`src/rtl/neo_pbus_sched.sv`:
```
// P-bus slot scheduler: multiplexes sprite (C ROM) and fix (S ROM) addresses onto
// the shared 20-bit PBUS in a fixed 8-cycle slot and drives the PCK1B/PCK2B latch strobes.
module neo_pbus_sched #(
    parameter int MISS_W = 8
) (
    input  logic              CLK_24M,
    input  logic              RESET,
    input  logic              EN,
    input  logic              SPR_VALID,
    input  logic [19:0]       SPR_ADDR,
    output logic              SPR_READY,
    input  logic              FIX_VALID,
    input  logic [15:0]       FIX_ADDR,
    input  logic              FIX_H1,
    output logic              FIX_READY,
    output logic [19:0]       PBUS,
    output logic              PCK1B,
    output logic              PCK2B,
    output logic              S2H1,
    output logic [2:0]        PHASE,
    output logic              SPR_DONE,
    output logic              FIX_DONE,
    output logic [MISS_W-1:0] SPR_MISS
);

    logic [2:0]        r_phase;
    logic              r_spr_full;
    logic [19:0]       r_spr_addr;
    logic              r_fix_full;
    logic [15:0]       r_fix_addr;
    logic              r_fix_h1;
    logic              r_spr_act;
    logic              r_fix_act;
    logic [19:0]       r_pbus;
    logic              r_pck1b;
    logic              r_pck2b;
    logic              r_s2h1;
    logic              r_spr_done;
    logic              r_fix_done;
    logic [MISS_W-1:0] r_spr_miss;

    logic              w_spr_ready;
    logic              w_fix_ready;
    logic              w_slot_start;
    logic              w_fix_slot;

    // READY is held low during reset so nothing lands in a buffer that is being cleared.
    assign w_spr_ready  = ~r_spr_full & ~RESET;
    assign w_fix_ready  = ~r_fix_full & ~RESET;
    assign w_slot_start = (r_phase == 3'd0) & EN;
    assign w_fix_slot   = (r_phase == 3'd4);

    always_ff @(posedge CLK_24M) begin
        if (RESET) begin
            r_phase    <= 3'd0;
            r_spr_full <= 1'b0;
            r_fix_full <= 1'b0;
            r_spr_act  <= 1'b0;
            r_fix_act  <= 1'b0;
            r_pbus     <= 20'd0;
            r_pck1b    <= 1'b0;
            r_pck2b    <= 1'b0;
            r_s2h1     <= 1'b0;
            r_spr_done <= 1'b0;
            r_fix_done <= 1'b0;
            r_spr_miss <= '0;
        end else begin
            // NOTE: non-blocking throughout, so every decision below sees pre-edge state.
            if (r_phase != 3'd0 || EN)
                r_phase <= r_phase + 3'd1;

            // NOTE: entry data is deliberately not reset; the full flag alone marks it valid.
            if (SPR_VALID && w_spr_ready) begin
                r_spr_full <= 1'b1;
                r_spr_addr <= SPR_ADDR;
            end
            if (FIX_VALID && w_fix_ready) begin
                r_fix_full <= 1'b1;
                r_fix_addr <= FIX_ADDR;
                r_fix_h1   <= FIX_H1;
            end

            // Accept requires empty and grant requires full, so they never hit one entry together.
            if (w_slot_start) begin
                if (r_spr_full) begin
                    r_pbus     <= r_spr_addr;
                    r_spr_full <= 1'b0;
                    r_spr_act  <= 1'b1;
                end else begin
                    r_spr_act <= 1'b0;
                    if (r_spr_miss != '1)
                        r_spr_miss <= r_spr_miss + MISS_W'(1);
                end
            end

            if (w_fix_slot) begin
                if (r_fix_full) begin
                    r_pbus     <= {4'h0, r_fix_addr};
                    r_s2h1     <= r_fix_h1;
                    r_fix_full <= 1'b0;
                    r_fix_act  <= 1'b1;
                end else begin
                    r_fix_act <= 1'b0;
                end
            end

            // Strobes are registered one phase early so they appear during phases 2/3 and 6/7.
            r_pck1b    <= (r_phase == 3'd1) & r_spr_act;
            r_spr_done <= (r_phase == 3'd2) & r_spr_act;
            r_pck2b    <= (r_phase == 3'd5) & r_fix_act;
            r_fix_done <= (r_phase == 3'd6) & r_fix_act;
        end
    end

    assign SPR_READY = w_spr_ready;
    assign FIX_READY = w_fix_ready;
    assign PBUS      = r_pbus;
    assign PCK1B     = r_pck1b;
    assign PCK2B     = r_pck2b;
    assign S2H1      = r_s2h1;
    assign PHASE     = r_phase;
    assign SPR_DONE  = r_spr_done;
    assign FIX_DONE  = r_fix_done;
    assign SPR_MISS  = r_spr_miss;

endmodule

```
`config.mk`:
```
export PLATFORM = sky130hd
export DESIGN_NAME = neo_pbus_sched
export DESIGN_NICKNAME = d
export VERILOG_FILES = /design/src/rtl/neo_pbus_sched.sv
export SDC_FILE = /design/constraint.sdc
export NUM_CORES = 1
export LEC_CHECK = 0
export BUFFER_PORTS_ARGS = -buffer_cell sky130_fd_sc_hd__buf_2
export CAP_MARGIN = 5
export CORE_MARGIN = 5
export CORE_UTILIZATION = 51
export DETAILED_ROUTE_END_ITERATION = 12
export PLACE_DENSITY_LB_ADDON = 0.25
export SLEW_MARGIN = 10
export SYNTH_ARGS = -nofsm -noshare
export SYNTH_HDL_FRONTEND = slang
export SYNTH_SLANG_ARGS = --single-unit
```
`constraint.sdc`:
```
create_clock -name CLK_24M -period 2.3 [get_ports CLK_24M]
set_input_delay 0.115 -clock CLK_24M [delete_from_list [all_inputs] [get_ports CLK_24M]]
set_output_delay 0.115 -clock CLK_24M [all_outputs]
set_load 0.02 [all_outputs]
```
After elaboration in Yosys (flattened, before gate mapping)
Cells that the tools add are included.
- equality and inequality tests: 6
- reduce and logical (&&, ||, !) cells: 9
- bitwise logic cells: 10
- mux-type cells: 12
- add/subtract/negate cells: 2
- operators by type and width (cell ; number):
    2-to-1 mux 20 bit ; 4
    equality test 3 bit (second input constant) ; 3
    adder 8 x 1 -> 8 bit (second input constant) ; 1
    2-to-1 mux 1 bit ; 8
    inequality test 8 bit (second input constant) ; 1
    AND 1 bit ; 7
    AND reduction 2 bit ; 3
    adder 3 x 1 -> 3 bit (second input constant) ; 1
    equality test 3 x 1 -> 1 bit (second input constant) ; 1
    equality test 3 x 2 -> 1 bit (second input constant) ; 1
    zero test 3 bit ; 1
    NOT 1 bit ; 3
    AND reduction 3 bit ; 1
    nonzero test 3 bit ; 1
    logical AND 1 bit ; 2
    logical OR 1 bit ; 1
- register bits: 77
- logic and storage cells: 54
- input port bits: 42
- output and inout port bits: 38

Depth between registers and ports, before layout
- word-level depth: 6
- depth in mapped cells: 8
- depth with buffers taken out: 6

Least setup slack after synthesis
No wires, ideal clock.
- kind: flip-flop to flip-flop
- start point: register r_phase[0], in the netlist PHASE[0]
- end point: register r_pbus[1], in the netlist PBUS[1]
- buffers on the path: 2
- period minus slack after synthesis: 1.796 ns
- setup slack: 0.504 ns
- data required time: 2.170 ns
- setup time: 0.130 ns
- data arrival time: 1.666 ns
- cell stages (with the launch flop): 9
- path through: dfxtp_1 inv_1 ha_1 nor2b_2 and3_1 buf_2 buf_4 mux2i_1 o21ai_0
- cells in the longest elaborated chain, start to end: 5
- elaborated cells between the ends (all ways): 6
- those cells by class: 1 x eq/ne; 3 x mux; 1 x bitwise; 1 x reduce/logical
- ends and longest elaborated chain (item ; line ; source):
    start, declared ; 26 ; logic [2:0] r_phase;
    start signal, assigned ; 70 ; r_phase <= r_phase + 3'd1;
    zero test 3 bit ; 50 ; assign w_slot_start = (r_phase == 3'd0) & EN;
    AND 1 bit ; 50 ;
    2-to-1 mux 20 bit ; 84 ; if (w_slot_start) begin
    2-to-1 mux 20 bit ; 97 ; if (r_fix_full) begin
    2-to-1 mux 20 bit * ; 96 ; if (w_fix_slot) begin
    end signal, assigned ; 86 ; r_pbus <= r_spr_addr;
    end signal, assigned ; 98 ; r_pbus <= {4'h0, r_fix_addr};
    end, declared ; 34 ; logic [19:0] r_pbus;
Mark *: on every way between the ends. The rest lies on a longest branch, timed or not.
A chain may end at the register's enable or synchronous reset.

Worst setup path after layout
- start point: register r_phase[0], in the netlist PHASE[0]
- end point: register r_pbus[12], in the netlist PBUS[12]
The elaborated chain is that of the path after synthesis.

==> impl_metrics.tcl <==
set metrics [dict create \
    relSlewSlack 0.275 \
    drt_first_pass_iters 4 \
    fin_nets 395 \
    synth_seq_cells 77 \
    overflow 0 \
    dpl_cell_area_sq_um 3280 \
    drtAntennaViolNets 0 \
    tritoncts "yes" \
    post_cts_buffers 0 \
    mostFrequentLayoutCells "buf_2 (79), dfxtp_1 (40), dlygate4sd3_1 (37), edfxtp_1 (37), nand2_1 (31)" \
    fp.coreArea_sq_um 5440 \
    syn_nets 272 \
    n_antenna_cell 0 \
    rows 27 \
    leakagePower_nw 1.57 \
    worstHoldEndpoint "r_fix_full$_SDFF_PP0_" \
    grt.total_usage 0.182 \
    critPathKind "register to register" \
    cts.sinks 77 \
    io_buffers 79 \
    skew_ns 0.00566 \
    intPower_mw 2.22 \
    min_period_over_period 0.893 \
    synth_top_area_frac 0.395 \
    cts_root_buf "clkbuf_8" \
    p_sw_mw 0.858 \
    avgSynthCellArea_sq_um 12.5 \
    critPathCaptureType "register" \
    dp_slack_ns 0.287 \
    areaGrowthSynthToFinish_pct 35.9 \
    die_y_microns 84.2 \
    n_fill_cell 407 \
    vias_per_cell 4.94 \
    io_pins 80 \
    fin_cells 425 \
    drv_cap 0 \
    post-route-util 0.702 \
    setup_viol 0 \
    yosysTopAreaCell "edfxtp_1" \
    r2r_cells 6 \
    cp_top_family "simple AND/OR/NAND/NOR gates" \
    synthCells 225 \
    r2r-end "PBUS[12]$_SDFF_PP0_" \
    worst_slack_ns 0.246 \
    hold_class "input pin to register" \
    arrival_ns 2.31 \
    clk_latency_ns 0.34 \
    status "finished clean" \
    worstMarginPinSlew_ns 1.08 \
    power_density_nw_per_um2 806 \
    synth_area_leaders "edfxtp_1 (40%), dfxtp_1 (28%), mux2i_1 (6.8%)" \
    ctsHtreeMaxLevel 3 \
    report.final.slew_viol_count 0 \
    clock.fmax_mhz 487 \
    drive_gt1_frac 0.292 \
    seq_power_share 0.524 \
    crit_buf_inv 1 \
    grt_pass1_wl_microns 10100 \
    cts_buffers 9 \
    min-delay-start "FIX_VALID" \
    finalHoldViolCount 0 \
    clk_pin_slew_ns 0.07 \
    grt_max_degree 22 \
    path_cells "inv_1 -> ha_1 -> nand3_1 -> nor2_1 -> nand2_1 -> o21ai_0" \
    synth-warning-count 0 \
    r2r_setup_slack_ns 0.25 \
    cp-start-kind "register" \
    fin_crit_ns 2.05 \
    whs_ns 0.00121 \
    cp_slowest_cell "nor2_1" \
    yosysUniqueCellTypes 29 \
    total_power_mw 3.08 \
    antenna_found_initial 0 \
    finalSetupTns_ns 0 \
    multiInputGateArea_sq_um 833 \
    ir_drop_v 0.000531 \
    die_w_microns 84.2 \
    worstPathRequired_ns 2.56 \
    fin_area_sq_um 3820 \
    vias 2101 \
    first_iter_violations 62 \
    routedWlPerCell_microns 14.5 \
    dpl.cell_count 372 \
    cts_buffer_depth 2 \
    p_sw_frac 0.279 \
    path_max_fanout 16 \
    seq_area_frac_synth 0.680 \
    final_common_cell "buf_2" \
    rr_startpoint "PHASE[0]$_SDFFE_PP0P_" \
    place_hpwl_microns 4030 \
    worstHoldPathCells 3 \
    p_comb_frac 0.194 \
    place.gp.congestion 0.780 \
    drc_errors 0 \
    synth_area_sq_um 2810 \
    rsz0062_at_grt "no" \
    routed_wl_microns 6180 \
    ff_latch_area_sq_um 1910 \
    grt_pass1_vias 2125 \
    die_area_sq_um 7090 \
    p_clk_frac 0.282 \
    max_stage_delay_ns 0.86 \
    start_util 0.517 \
]
[worst max-delay path by stage]
stage                                     start                  end  depth (start not counted)  slack, ns
after floorplan           PHASE[0]$_SDFFE_PP0P_   PBUS[1]$_SDFF_PP0_                          8       0.50
after global routing      PHASE[0]$_SDFFE_PP0P_   PBUS[4]$_SDFF_PP0_                          6       0.01
after detailed placement  PHASE[0]$_SDFFE_PP0P_  PBUS[12]$_SDFF_PP0_                          6       0.29
final                     PHASE[0]$_SDFFE_PP0P_  PBUS[12]$_SDFF_PP0_                          6       0.25
after CTS                 PHASE[0]$_SDFFE_PP0P_  PBUS[12]$_SDFF_PP0_                          6       0.26
after global placement    PHASE[0]$_SDFFE_PP0P_   PBUS[4]$_SDFF_PP0_                          6       0.36
[tightest hold or removal path: stages]
cell	delay, ns
buf_2	0.08
nor2_1	0.03
nor2_1	0.07
[cells by family (layout without fill, tap and decap cells)]
group,Yosys count,count (layout),synth area share
multiplexers,20,20,0.0717
XOR/XNOR,5,5,0.0156
flip-flops,77,77,0.680
adder cells (fa/ha/maj),5,5,0.0223
buffers and inverters,12,140,0.0231
AO/OA/AOI/OAI,31,31,0.0632
AND/OR/NAND/NOR,75,75,0.124
[power groups by stage]
| stage | Clock, mW | Combinational [mW] | Sequential, mW |
|---|---|---|---|
| after global placement | 0 | 0.537 | 1.64 |
| final | 0.869 | 0.598 | 1.61 |
| after detailed placement | 0 | 0.553 | 1.64 |
| after global routing | 0.953 | 0.658 | 1.62 |
| after CTS | 0.890 | 0.603 | 1.61 |
| after floorplan | 0 | 0.307 | 1.71 |
[layout make-up]
cell class	instances	area share
well taps	72	0.0236
inverters	3	0.00295
clock inverters	5	0.00721
flip-flops and latches	77	0.501
multi-input cells	136	0.218
repair buffers	121	0.210
clock buffers	11	0.0370
[state kept, by name, summed over array words and instances, names as in the netlist, 3 cells and up]
register / flops
PBUS: 20
PHASE: 3
r_fix_addr: 16
r_spr_addr: 20
SPR_MISS: 8
[Yosys cell counts]
| cell | count |
|---|---|
| nor3_1 | 3 |
| mux2_2 | 1 |
| buf_1 | 1 |
| a21oi_1 | 9 |
| edfxtp_1 | 37 |
| clkbuf_1 | 4 |
| mux2i_1 | 19 |
| nor2_1 | 20 |
| nand4_1 | 3 |
| o2111a_1 | 1 |
| and2_1 | 2 |
| nand2b_1 | 4 |
| and4bb_4 | 1 |
| or3_1 | 2 |
| buf_2 | 1 |
| xnor2_1 | 1 |
| nand4b_1 | 1 |
| buf_6 | 2 |
| nand2_1 | 31 |
| ha_1 | 5 |
| dfxtp_1 | 40 |
| nor2b_2 | 1 |
| nand3_1 | 4 |
| xor2_1 | 4 |
| inv_1 | 3 |
| and3_1 | 3 |
| buf_4 | 1 |
| o21ai_0 | 20 |
| o211ai_4 | 1 |
[repair_timing]
item	CTS	global route
endpoints found under the setup margin	0	0
gates resized for setup	0	0
endpoints found under the hold margin	37	0
hold buffers	37	0
[per-layer routing]
metal	wire, microns	track usage	up-vias
met2	3170	0.316	60
met4	66	0.0497	0
met5	0	0	-
met3	366	0.0697	7
li1	-	-	1035
met1	2570	0.210	999
Note: power is estimated with default switching activity, not from simulation.
